===== src/rtl/fetch_stage_if.sv =====
// rtl/fetch_stage_if.sv - PC, imem request/response and decode channels of the fetch stage
interface fetch_stage_if;
   logic [31:0] pc;
   logic        pc_hold;
   logic        flush;
   logic        imem_req_valid;
   logic        imem_req_ready;
   logic [31:0] imem_req_addr;
   logic        imem_rsp_valid;
   logic [31:0] imem_rsp_data;
   logic        id_valid;
   logic        id_ready;
   logic [31:0] id_pc;
   logic [31:0] id_pc_plus4;
   logic [31:0] id_instr;

   // fetch stage side
   modport master (
      input  pc, flush, imem_req_ready, imem_rsp_valid, imem_rsp_data, id_ready,
      output pc_hold, imem_req_valid, imem_req_addr, id_valid, id_pc, id_pc_plus4, id_instr
   );

   // PC mux / imem / decode side
   modport slave (
      output pc, flush, imem_req_ready, imem_rsp_valid, imem_rsp_data, id_ready,
      input  pc_hold, imem_req_valid, imem_req_addr, id_valid, id_pc, id_pc_plus4, id_instr
   );
endinterface


===== src/rtl/fetch_stage.sv =====
// rtl/fetch_stage.sv - instruction fetch: credit-limited imem requests, in-order responses, {pc,instr} FIFO to decode
module fetch_stage #(
   parameter int FIFO_DEPTH      = 2,
   parameter int MAX_OUTSTANDING = 2
) (
   input logic          clk,
   input logic          reset,
   fetch_stage_if.master bus
);
   localparam int IW = $clog2(MAX_OUTSTANDING + 1);
   localparam int FW = $clog2(FIFO_DEPTH + 1);
   localparam int PW = $clog2(FIFO_DEPTH);
   localparam int AW = (MAX_OUTSTANDING > 1) ? $clog2(MAX_OUTSTANDING) : 1;

   logic [IW-1:0] inflight_q, inflight_d;
   logic [IW-1:0] drop_q, drop_d;
   logic [31:0]   aq_q [MAX_OUTSTANDING];
   logic [31:0]   aq_d [MAX_OUTSTANDING];
   logic [AW-1:0] aq_wr_q, aq_wr_d, aq_rd_q, aq_rd_d;
   logic [31:0]   fpc_q [FIFO_DEPTH];
   logic [31:0]   fpc_d [FIFO_DEPTH];
   logic [31:0]   finstr_q [FIFO_DEPTH];
   logic [31:0]   finstr_d [FIFO_DEPTH];
   logic [PW-1:0] fwr_q, fwr_d, frd_q, frd_d;
   logic [FW-1:0] fcnt_q, fcnt_d;

   logic        rsp_ok, rsp_drop, rsp_keep;
   logic        id_valid_w, pop, req_valid_w, fire;
   logic [31:0] live;

   // addr queue depth need not be a power of two, so wrap explicitly
   function automatic logic [AW-1:0] aq_next(input logic [AW-1:0] p);
      return (32'(p) == 32'(MAX_OUTSTANDING - 1)) ? '0 : p + 1'b1;
   endfunction

   // handshake decode and credit: a pop this cycle frees a slot, which keeps 1 instr/cycle with a 2-deep FIFO
   always_comb begin
      rsp_ok      = bus.imem_rsp_valid && (inflight_q != '0);
      rsp_drop    = rsp_ok && (drop_q != '0);
      rsp_keep    = rsp_ok && (drop_q == '0);
      id_valid_w  = (fcnt_q != '0) && !bus.flush;
      pop         = id_valid_w && bus.id_ready;
      live        = 32'(inflight_q) - 32'(drop_q) + 32'(fcnt_q) - 32'(pop);
      req_valid_w = reset && !bus.flush
                    && (32'(inflight_q) < 32'(MAX_OUTSTANDING))
                    && (live < 32'(FIFO_DEPTH));
      fire        = req_valid_w && bus.imem_req_ready;
   end

   // outputs: FIFO head presented combinationally, PC held unless a request is taken or a redirect loads
   always_comb begin
      bus.imem_req_valid = req_valid_w;
      bus.imem_req_addr  = {bus.pc[31:2], 2'b00};
      bus.pc_hold        = !reset || (!fire && !bus.flush);
      bus.id_valid       = id_valid_w;
      bus.id_pc          = fpc_q[frd_q];
      bus.id_pc_plus4    = fpc_q[frd_q] + 32'd4;
      bus.id_instr       = finstr_q[frd_q];
   end

   // next state: issue, response retire/drop, decode pop, flush overrides
   always_comb begin
      inflight_d = inflight_q + IW'(fire) - IW'(rsp_ok);
      drop_d     = drop_q - IW'(rsp_drop);
      aq_d       = aq_q;
      aq_wr_d    = aq_wr_q;
      aq_rd_d    = aq_rd_q;
      fpc_d      = fpc_q;
      finstr_d   = finstr_q;
      fwr_d      = fwr_q;
      frd_d      = frd_q;
      fcnt_d     = fcnt_q + FW'(rsp_keep) - FW'(pop);
      if (fire) begin
         aq_d[aq_wr_q] = bus.pc;
         aq_wr_d       = aq_next(aq_wr_q);
      end
      if (rsp_keep) begin
         fpc_d[fwr_q]    = aq_q[aq_rd_q];
         finstr_d[fwr_q] = bus.imem_rsp_data;
         fwr_d           = fwr_q + 1'b1;
         aq_rd_d         = aq_next(aq_rd_q);
      end
      if (pop) begin
         frd_d = frd_q + 1'b1;
      end
      if (bus.flush) begin
         // every response still owed, including one arriving now, belongs to the wrong path
         drop_d     = inflight_q - IW'(rsp_ok);
         inflight_d = inflight_q - IW'(rsp_ok);
         aq_wr_d    = '0;
         aq_rd_d    = '0;
         fwr_d      = '0;
         frd_d      = '0;
         fcnt_d     = '0;
      end
   end

   // state registers, async active-low reset clears counters, queues and FIFO storage
   always_ff @(posedge clk or negedge reset) begin
      if (!reset) begin
         inflight_q <= '0;
         drop_q     <= '0;
         aq_wr_q    <= '0;
         aq_rd_q    <= '0;
         fwr_q      <= '0;
         frd_q      <= '0;
         fcnt_q     <= '0;
         for (int i = 0; i < MAX_OUTSTANDING; i++) aq_q[i] <= '0;
         for (int i = 0; i < FIFO_DEPTH; i++) begin
            fpc_q[i]    <= '0;
            finstr_q[i] <= '0;
         end
      end else begin
         inflight_q <= inflight_d;
         drop_q     <= drop_d;
         aq_q       <= aq_d;
         aq_wr_q    <= aq_wr_d;
         aq_rd_q    <= aq_rd_d;
         fpc_q      <= fpc_d;
         finstr_q   <= finstr_d;
         fwr_q      <= fwr_d;
         frd_q      <= frd_d;
         fcnt_q     <= fcnt_d;
      end
   end
endmodule


===== src/flat_wrapper.sv =====
// flat-port wrapper written by rule: the top's interface ports become plain ports
module fetch_stage_flat 
#(
   parameter int FIFO_DEPTH      = 2,
   parameter int MAX_OUTSTANDING = 2
)
  (clk, reset, bus_pc, bus_flush, bus_imem_req_ready, bus_imem_rsp_valid, bus_imem_rsp_data, bus_id_ready, bus_pc_hold, bus_imem_req_valid, bus_imem_req_addr, bus_id_valid, bus_id_pc, bus_id_pc_plus4, bus_id_instr);
  fetch_stage_if bus_i ();
  input logic clk;
  input logic reset;
  input wire logic [$bits(bus_i.pc)-1:0] bus_pc;
  input wire logic [$bits(bus_i.flush)-1:0] bus_flush;
  input wire logic [$bits(bus_i.imem_req_ready)-1:0] bus_imem_req_ready;
  input wire logic [$bits(bus_i.imem_rsp_valid)-1:0] bus_imem_rsp_valid;
  input wire logic [$bits(bus_i.imem_rsp_data)-1:0] bus_imem_rsp_data;
  input wire logic [$bits(bus_i.id_ready)-1:0] bus_id_ready;
  output wire logic [$bits(bus_i.pc_hold)-1:0] bus_pc_hold;
  output wire logic [$bits(bus_i.imem_req_valid)-1:0] bus_imem_req_valid;
  output wire logic [$bits(bus_i.imem_req_addr)-1:0] bus_imem_req_addr;
  output wire logic [$bits(bus_i.id_valid)-1:0] bus_id_valid;
  output wire logic [$bits(bus_i.id_pc)-1:0] bus_id_pc;
  output wire logic [$bits(bus_i.id_pc_plus4)-1:0] bus_id_pc_plus4;
  output wire logic [$bits(bus_i.id_instr)-1:0] bus_id_instr;
  assign bus_i.pc = bus_pc;
  assign bus_i.flush = bus_flush;
  assign bus_i.imem_req_ready = bus_imem_req_ready;
  assign bus_i.imem_rsp_valid = bus_imem_rsp_valid;
  assign bus_i.imem_rsp_data = bus_imem_rsp_data;
  assign bus_i.id_ready = bus_id_ready;
  assign bus_pc_hold = bus_i.pc_hold;
  assign bus_imem_req_valid = bus_i.imem_req_valid;
  assign bus_imem_req_addr = bus_i.imem_req_addr;
  assign bus_id_valid = bus_i.id_valid;
  assign bus_id_pc = bus_i.id_pc;
  assign bus_id_pc_plus4 = bus_i.id_pc_plus4;
  assign bus_id_instr = bus_i.id_instr;
  fetch_stage #(.FIFO_DEPTH(FIFO_DEPTH), .MAX_OUTSTANDING(MAX_OUTSTANDING)) u_core (.clk(clk), .reset(reset), .bus(bus_i));
endmodule

===== config.mk =====
export PLATFORM = sky130hd
export DESIGN_NAME = fetch_stage_flat
export DESIGN_NICKNAME = d
export VERILOG_FILES = /design/src/rtl/fetch_stage_if.sv /design/src/rtl/fetch_stage.sv /design/src/flat_wrapper.sv
export SDC_FILE = /design/constraint.sdc
export NUM_CORES = 1
export LEC_CHECK = 0
export CORE_AREA = 5 5 148 150
export CTS_CLUSTER_DIAMETER = 100
export DETAILED_ROUTE_END_ITERATION = 6
export DIE_AREA = 0 0 153 155
export DONT_BUFFER_PORTS = 1
export PLACE_DENSITY_LB_ADDON = 0.12
export SKIP_LAST_GASP = 1
export SYNTH_ARGS = -nofsm -noshare
export SYNTH_HDL_FRONTEND = slang
export SYNTH_SLANG_ARGS = --single-unit

===== constraint.sdc =====
create_clock -name clk -period 4.3 [get_ports clk]
set_input_delay 0.86 -clock clk [delete_from_list [all_inputs] [get_ports clk]]
set_output_delay 0.86 -clock clk [all_outputs]
set_load 0.01 [all_outputs]

======== Yosys cells after proc, flatten, opt, wreduce, memory -nomap -nowiden ========
Index checks and enable logic that the tools add are counted.
Widths: inputs -> output; s select.
cells by class
  add/subtract/negate cells ............... 14
  multipliers ............................. 0
  divide/modulo/power cells ............... 0
  $lt $le $gt $ge ......................... 8
  equal/unequal tests ..................... 0
  shift operators ......................... 0
  muxes and demuxes ....................... 29
  bitwise operators ....................... 4
  reduce and logical (&&, ||, !) cells .... 23
operator list
  cell                   number
  $mux 32                11
  $bwmux 64              3
  $demux 32 s1           2
  $add 32x2->32          1
  $add 32x3->32 const B  1
  $lt 32x2->1 const B    1
  $sub 32x1->32          1
  $logic_and 1x1->1      12
  $reduce_bool 2->1      6
  $mux 1                 10
  $ge 2x2->1 const B     4
  $not 1->2              4
  $sub 2x1->2            4
  $mux 2                 3
  $add 1x1->1 const B    4
  $add 2x1->2            2
  $lt 2x1->1 const B     2
  $logic_not 1->1        3
  $sub 2x2->3            1
  $logic_not 2->1        1
  $lt 2x2->1 const B     1
  $logic_or 1x1->1       1
word-level totals
  register bits after elaboration ......... 202
  latch bits .............................. 0
  bits in writable memories ............... 0
  bits in read-only memories .............. 0
  input port bits ......................... 70
  output and inout bits ................... 131
  word-level logic and storage cells ...... 91
  memories kept ........................... 0

======== Longest topological paths before layout ========
  depth in word-level cells ............... 10
  mapped depth ............................ 16
  gate-level depth less buffers ........... 14

======== Worst setup path after synthesis ========
No wires, ideal clock.
  path kind ............................... in2out
  from .................................... input port bus_flush
  to ...................................... output port bus_pc_hold
  arrival time ............................ 3.214 ns
  data required time ...................... 3.440 ns
  slack ................................... 0.226 ns
  stages .................................. 11
  path buffers ............................ 0
  cell sequence ........................... a21oi_1 -> nand2_1 -> inv_1 -> ha_1 -> inv_1 -> fa_1 -> fa_1 -> nor4b_2 -> nand3b_1 -> a211oi_2 -> o21ai_0
between the ends
  cells in the longest elaborated chain, start to end .. 10
  elaborated cells on any way between the ends .. 12
  those cells by class .................... add/sub: 1; order compare: 1; reduce/logical: 10
RTL lines
  what                 line                                                     text
  start, declared      flat_wrapper.sv:12                                       input wire logic [$bits(bus_i.flush)-1:0] bus_flush;
  $logic_not 1->1 *    fetch_stage.sv:41, fetch_stage.sv:44, fetch_stage.sv:54
  $logic_and 1x1->1    fetch_stage.sv:41                                        id_valid_w = (fcnt_q != '0) && !bus.flush;
  $logic_and 1x1->1    fetch_stage.sv:42                                        pop = id_valid_w && bus.id_ready;
  $sub 32x1->32        fetch_stage.sv:43                                        live = 32'(inflight_q) - 32'(drop_q) + 32'(fcnt_q) - 32'(pop);
  $lt 32x2->1          fetch_stage.sv:46                                        && (live < 32'(FIFO_DEPTH));
  $logic_and 1x1->1    fetch_stage.sv:46
  $logic_and 1x1->1    fetch_stage.sv:47                                        fire = req_valid_w && bus.imem_req_ready;
  $logic_not 1->1      fetch_stage.sv:54                                        bus.pc_hold = !reset || (!fire && !bus.flush);
  $logic_and 1x1->1 *  fetch_stage.sv:54
  $logic_or 1x1->1 *   fetch_stage.sv:54
  end, declared        flat_wrapper.sv:17                                       output wire logic [$bits(bus_i.pc_hold)-1:0] bus_pc_hold;
Every way passes the cells marked *; elsewhere a longest branch is shown, timed or not.

======== Worst setup path after layout ========
  from .................................... register u_core.inflight_q[0]
  to ...................................... output port bus_pc_hold
between the ends
  cells in the longest elaborated chain, start to end .. 9
  elaborated cells on any way between the ends .. 11
  those cells by class .................... add/sub: 3; order compare: 2; reduce/logical: 6
RTL lines
  what                    line                text
  start, declared         fetch_stage.sv:15   logic [IW-1:0] inflight_q, inflight_d;
  start signal, assigned  fetch_stage.sv:114  inflight_q <= inflight_d;
  $sub 2x2->3             fetch_stage.sv:43
  $add 32x2->32           fetch_stage.sv:43
  $sub 32x1->32           fetch_stage.sv:43
  $lt 32x2->1             fetch_stage.sv:46
  $logic_and 1x1->1 *     fetch_stage.sv:46
  $logic_and 1x1->1 *     fetch_stage.sv:47
  $logic_not 1->1 *       fetch_stage.sv:54
  $logic_and 1x1->1 *     fetch_stage.sv:54
  $logic_or 1x1->1 *      fetch_stage.sv:54
Marks and branches as above.

==> impl_metrics.py <==
metrics = {
    "layout": {
        "final_cell_area_mm2": 0.0108,
        "multiInputGateArea_mm2": 0.00439,
        "nFillCells": 1805,
        "layout_commonest_cell": "dfrtp_1",
        "final_cell_mix": "dfrtp_1, mux2_2, nand2_1",
        "drive_above_1_share_pct": 32.8,
        "seq_area_mm2": 0.00506,
        "area_growth_syn_to_layout_pct": 8.20,
        "antenna_cells": 0,
        "nNetsFinal": 858,
    },
    "worst_setup_path": {
        "cp_data_required_time_ns": 3.44,
        "crit_fanout": 2,
        "critical-path-max-stage-delay_ns": 0.49,
        "reg2reg_from": "u_core.inflight_q[0]",
        "r2r_end": "u_core.aq_q[63]",
        "reg2reg_setup_slack_ns": 0.22,
        "cp_slowest_cell": "fa_1",
        "cp_cell_sequence": "inv_2 > ha_4 > inv_2 > fa_1 > inv_2 > ha_4 > inv_2 > fa_2 > fa_1 > nor4b_2 > nand3b_1 > a211oi_2 > o21ai_2",
        "rr_worst_depth": 17,
        "worstSetupStartpointType": "register",
        "path_class": "register to primary output",
        "critPathMostFrequentCell": "inv_2",
        "worst_ep_arrival_time_ns": 3.52,
        "cp-end-kind": "primary output",
    },
    "synthesis": {
        "synth_seq_cells": 202,
        "synth_top_family_by_area": "multiplexers",
        "synth_xor_area_share_pct": 3.07,
        "netlist_area_mm2": 0.0100,
        "synthSimpleGateAreaFrac_pct": 7.41,
        "async_flop_share_pct": 100,
        "ys_warn_count": 0,
        "synth_mux_area_share_pct": 25.3,
        "netlist_instances": 811,
        "synth-compound-area-share_pct": 5.82,
        "synth_enable_flop_cells": 0,
        "synthAdderAreaFrac_pct": 1.73,
        "yosys_most_used_dff": "dfrtp_1",
        "avgSynthCellArea_um2": 12.3,
        "ys_seq_area_share_pct": 50.6,
        "synth_cell_type_count": 51,
    },
    "detailed_routing": {
        "wl_met1_mm": 8.97,
        "drt-total-wl_mm": 21.2,
        "antenna_left": 0,
        "dr.pass1.iters": 5,
        "dr_wl_met3_mm": 1.34,
        "vias": 5867,
        "route.met2.wl_mm": 10.5,
        "wire_per_inst_um": 19.8,
        "viasPerCell": 5.50,
        "highest_layer": "met4",
        "drc": 0,
        "drt_iter0_drc": 245,
    },
    "die": {
        "die_h_um": 155,
        "start_util_pct": 48.6,
        "die_w_um": 153,
        "coreArea_mm2": 0.0206,
        "ioPinCount": 201,
        "num_rows": 53,
        "dieArea_mm2": 0.0237,
    },
    "place": {
        "dp_slack_ns": 0.151,
        "io_buffers": 0,
        "dpl-instance-area_mm2": 0.00998,
        "gp_congestion": 0.826,
        "dp_hpwl_mm": 14.0,
    },
    "flow_run": {
        "cap_violations": 0,
    },
    "clocking": {
        "numCtsBuffers": 23,
        "root_buffer": "clkbuf_16",
        "htree_levels": 1,
        "cts_tree": "built",
        "clockBufferDepth": 3,
        "clk_pin_slew_ns": 0.06,
        "clk_latency_ns": 0.50,
        "cts_sinks": 202,
    },
    "outcome": {
        "run_status": "finished with violations",
        "violations": "setup timing",
    },
    "global_route": {
        "grt_overflow_total": 0,
        "antenna_found_initial": 0,
        "grt_use_total_pct": 17.8,
        "grt_max_degree": 205,
        "grt_pass1_vias": 6383,
        "grt_pass1_wl_mm": 34.6,
    },
    "timing": {
        "slew_viol_final": 0,
        "setup_viol": 1,
        "min_period_over_period_pct": 102,
        "worst_pin_slew_ns": 1.14,
        "rsz0062_at_grt": "true",
        "clock_skew_ns": 0.0126,
        "setup_slack_ns": -0.0769,
        "slew-limit-headroom_pct": 24.1,
        "max_freq_mhz": 228,
        "finalHoldViolations": 0,
        "min_period_ns": 4.38,
    },
    "pwr": {
        "vdd_drop_max_mv": 0.396,
        "p_per_area_mw_per_mm2": 734,
        "p_leak_nw": 4.83,
    },
    "hold_path": {
        "hold_class": "input pin to asynchronous set/reset pin",
    },
}
[registers in the layout, summed over array words and instances (netlist names)]
signal             count
u_core.aq_rd_q         1
u_core.fpc_q          64
u_core.fcnt_q          2
u_core.finstr_q       64
u_core.drop_q          2
u_core.inflight_q      2
u_core.fwr_q           1
u_core.aq_q           64
u_core.aq_wr_q         1
u_core.frd_q           1
[worst max-delay path by stage]
stage,from,to,depth (start not counted)
6_report,u_core.inflight_q[0],bus_pc_hold,13
5_1_grt,u_core.inflight_q[0],bus_pc_hold,13
4_1_cts,u_core.inflight_q[0],bus_pc_hold,13
3_5_place_dp,u_core.drop_q[0],u_core.aq_q[63],15
3_3_place_gp,u_core.drop_q[0],u_core.aq_q[63],15
2_1_floorplan,bus_flush,bus_pc_hold,11
[where the power goes]
part	leakage, nW	total (mW)	internal (mW)	switching (mW)
logic	1.81	2.98	1.41	1.57
clock network	0.369	1.90	1.17	0.733
registers	2.64	3.06	2.57	0.487
[stage by stage]
stage	power [mW]	hold slack (ns)	utilization [%]	TNS, ns	std cells
floorplan	5.42	0.444	-	0	812
CTS	8.02	0.0433	52.5	-0.263	1066
global placement	5.89	0.459	48.6	0	1020
detailed placement	6.00	0.468	48.6	0	1020
finish	7.94	0.0647	52.6	-0.0769	1067
global route	8.47	0.0457	52.6	-0.455	1067
[cells by family (layout without fill, tap and decap cells)]
kind of cell,Yosys count,after routing
multiplexers,219,219
adder cells (fa/ha/maj),12,12
buffers and inverters,100,80
XOR/XNOR,35,35
flip-flops,202,202
other,1,2
AND/OR/NAND/NOR,146,146
AO/OA/AOI/OAI,96,96
[final cells by class]
class                      instances  area share, %
sequential                       202           46.8
multi-input combinational        510           40.6
clock buffer                      37           6.46
tap                              275           3.18
timing repair buffer              16           1.69
inverter                          23          0.798
clock inverter                     4          0.451
[metal layers]
layer | global-route usage, % | vias to the layer above
li1 | - | 2717
met4 | 4.58 | 0
met2 | 30.6 | 138
met1 | 22.5 | 2988
met3 | 4.62 | 24
met5 | 0 | -
[critical path, delay by kind of cell (launching register included)]
| family | cells | cell delay (ns) |
|---|---|---|
| adders and majority gates | 5 | 1.65 |
| AOI/OAI and AO/OA | 2 | 0.40 |
| DFF | 1 | 0.39 |
| and+or+nand+nor | 2 | 0.39 |
| buffers and inverters | 4 | 0.21 |
[what timing repair did]
item,4_1_cts,5_1_grt
pin swaps,6,6
buffers inserted,5,1
endpoints found under the setup margin,2,32
cloned,0,0
resized for setup,11,3
hold buffers,0,0
[cell usage after synthesis, types with 3 or more instances]
cell type  instances  area, um2
inv_1             23       86.3
mux2_2           148       1670
fa_1               3       60.1
nand3b_1           3       22.5
nand4b_1           4       35.0
a21o_1             3       22.5
a32o_1             5       50.1
nor2_1            47        176
nor2b_1            6       37.5
xnor2_1           20        175
mux2i_1           40        400
nand4_1            5       31.3
a21oi_1           43        215
buf_6              4       45.0
dfrtp_1          202       5050
nor3_1             3       15.0
buf_12             3       60.1
buf_2             10       50.1
nand3_1            8       40.0
xor2_1            15        131
ha_1               9        113
buf_1              4       15.0
o21ai_0           35        175
clkbuf_1          18       67.6
nand2_1           53        199
buf_4             37        278
mux2_4            30        450
Power figures use the tool's default switching activity.
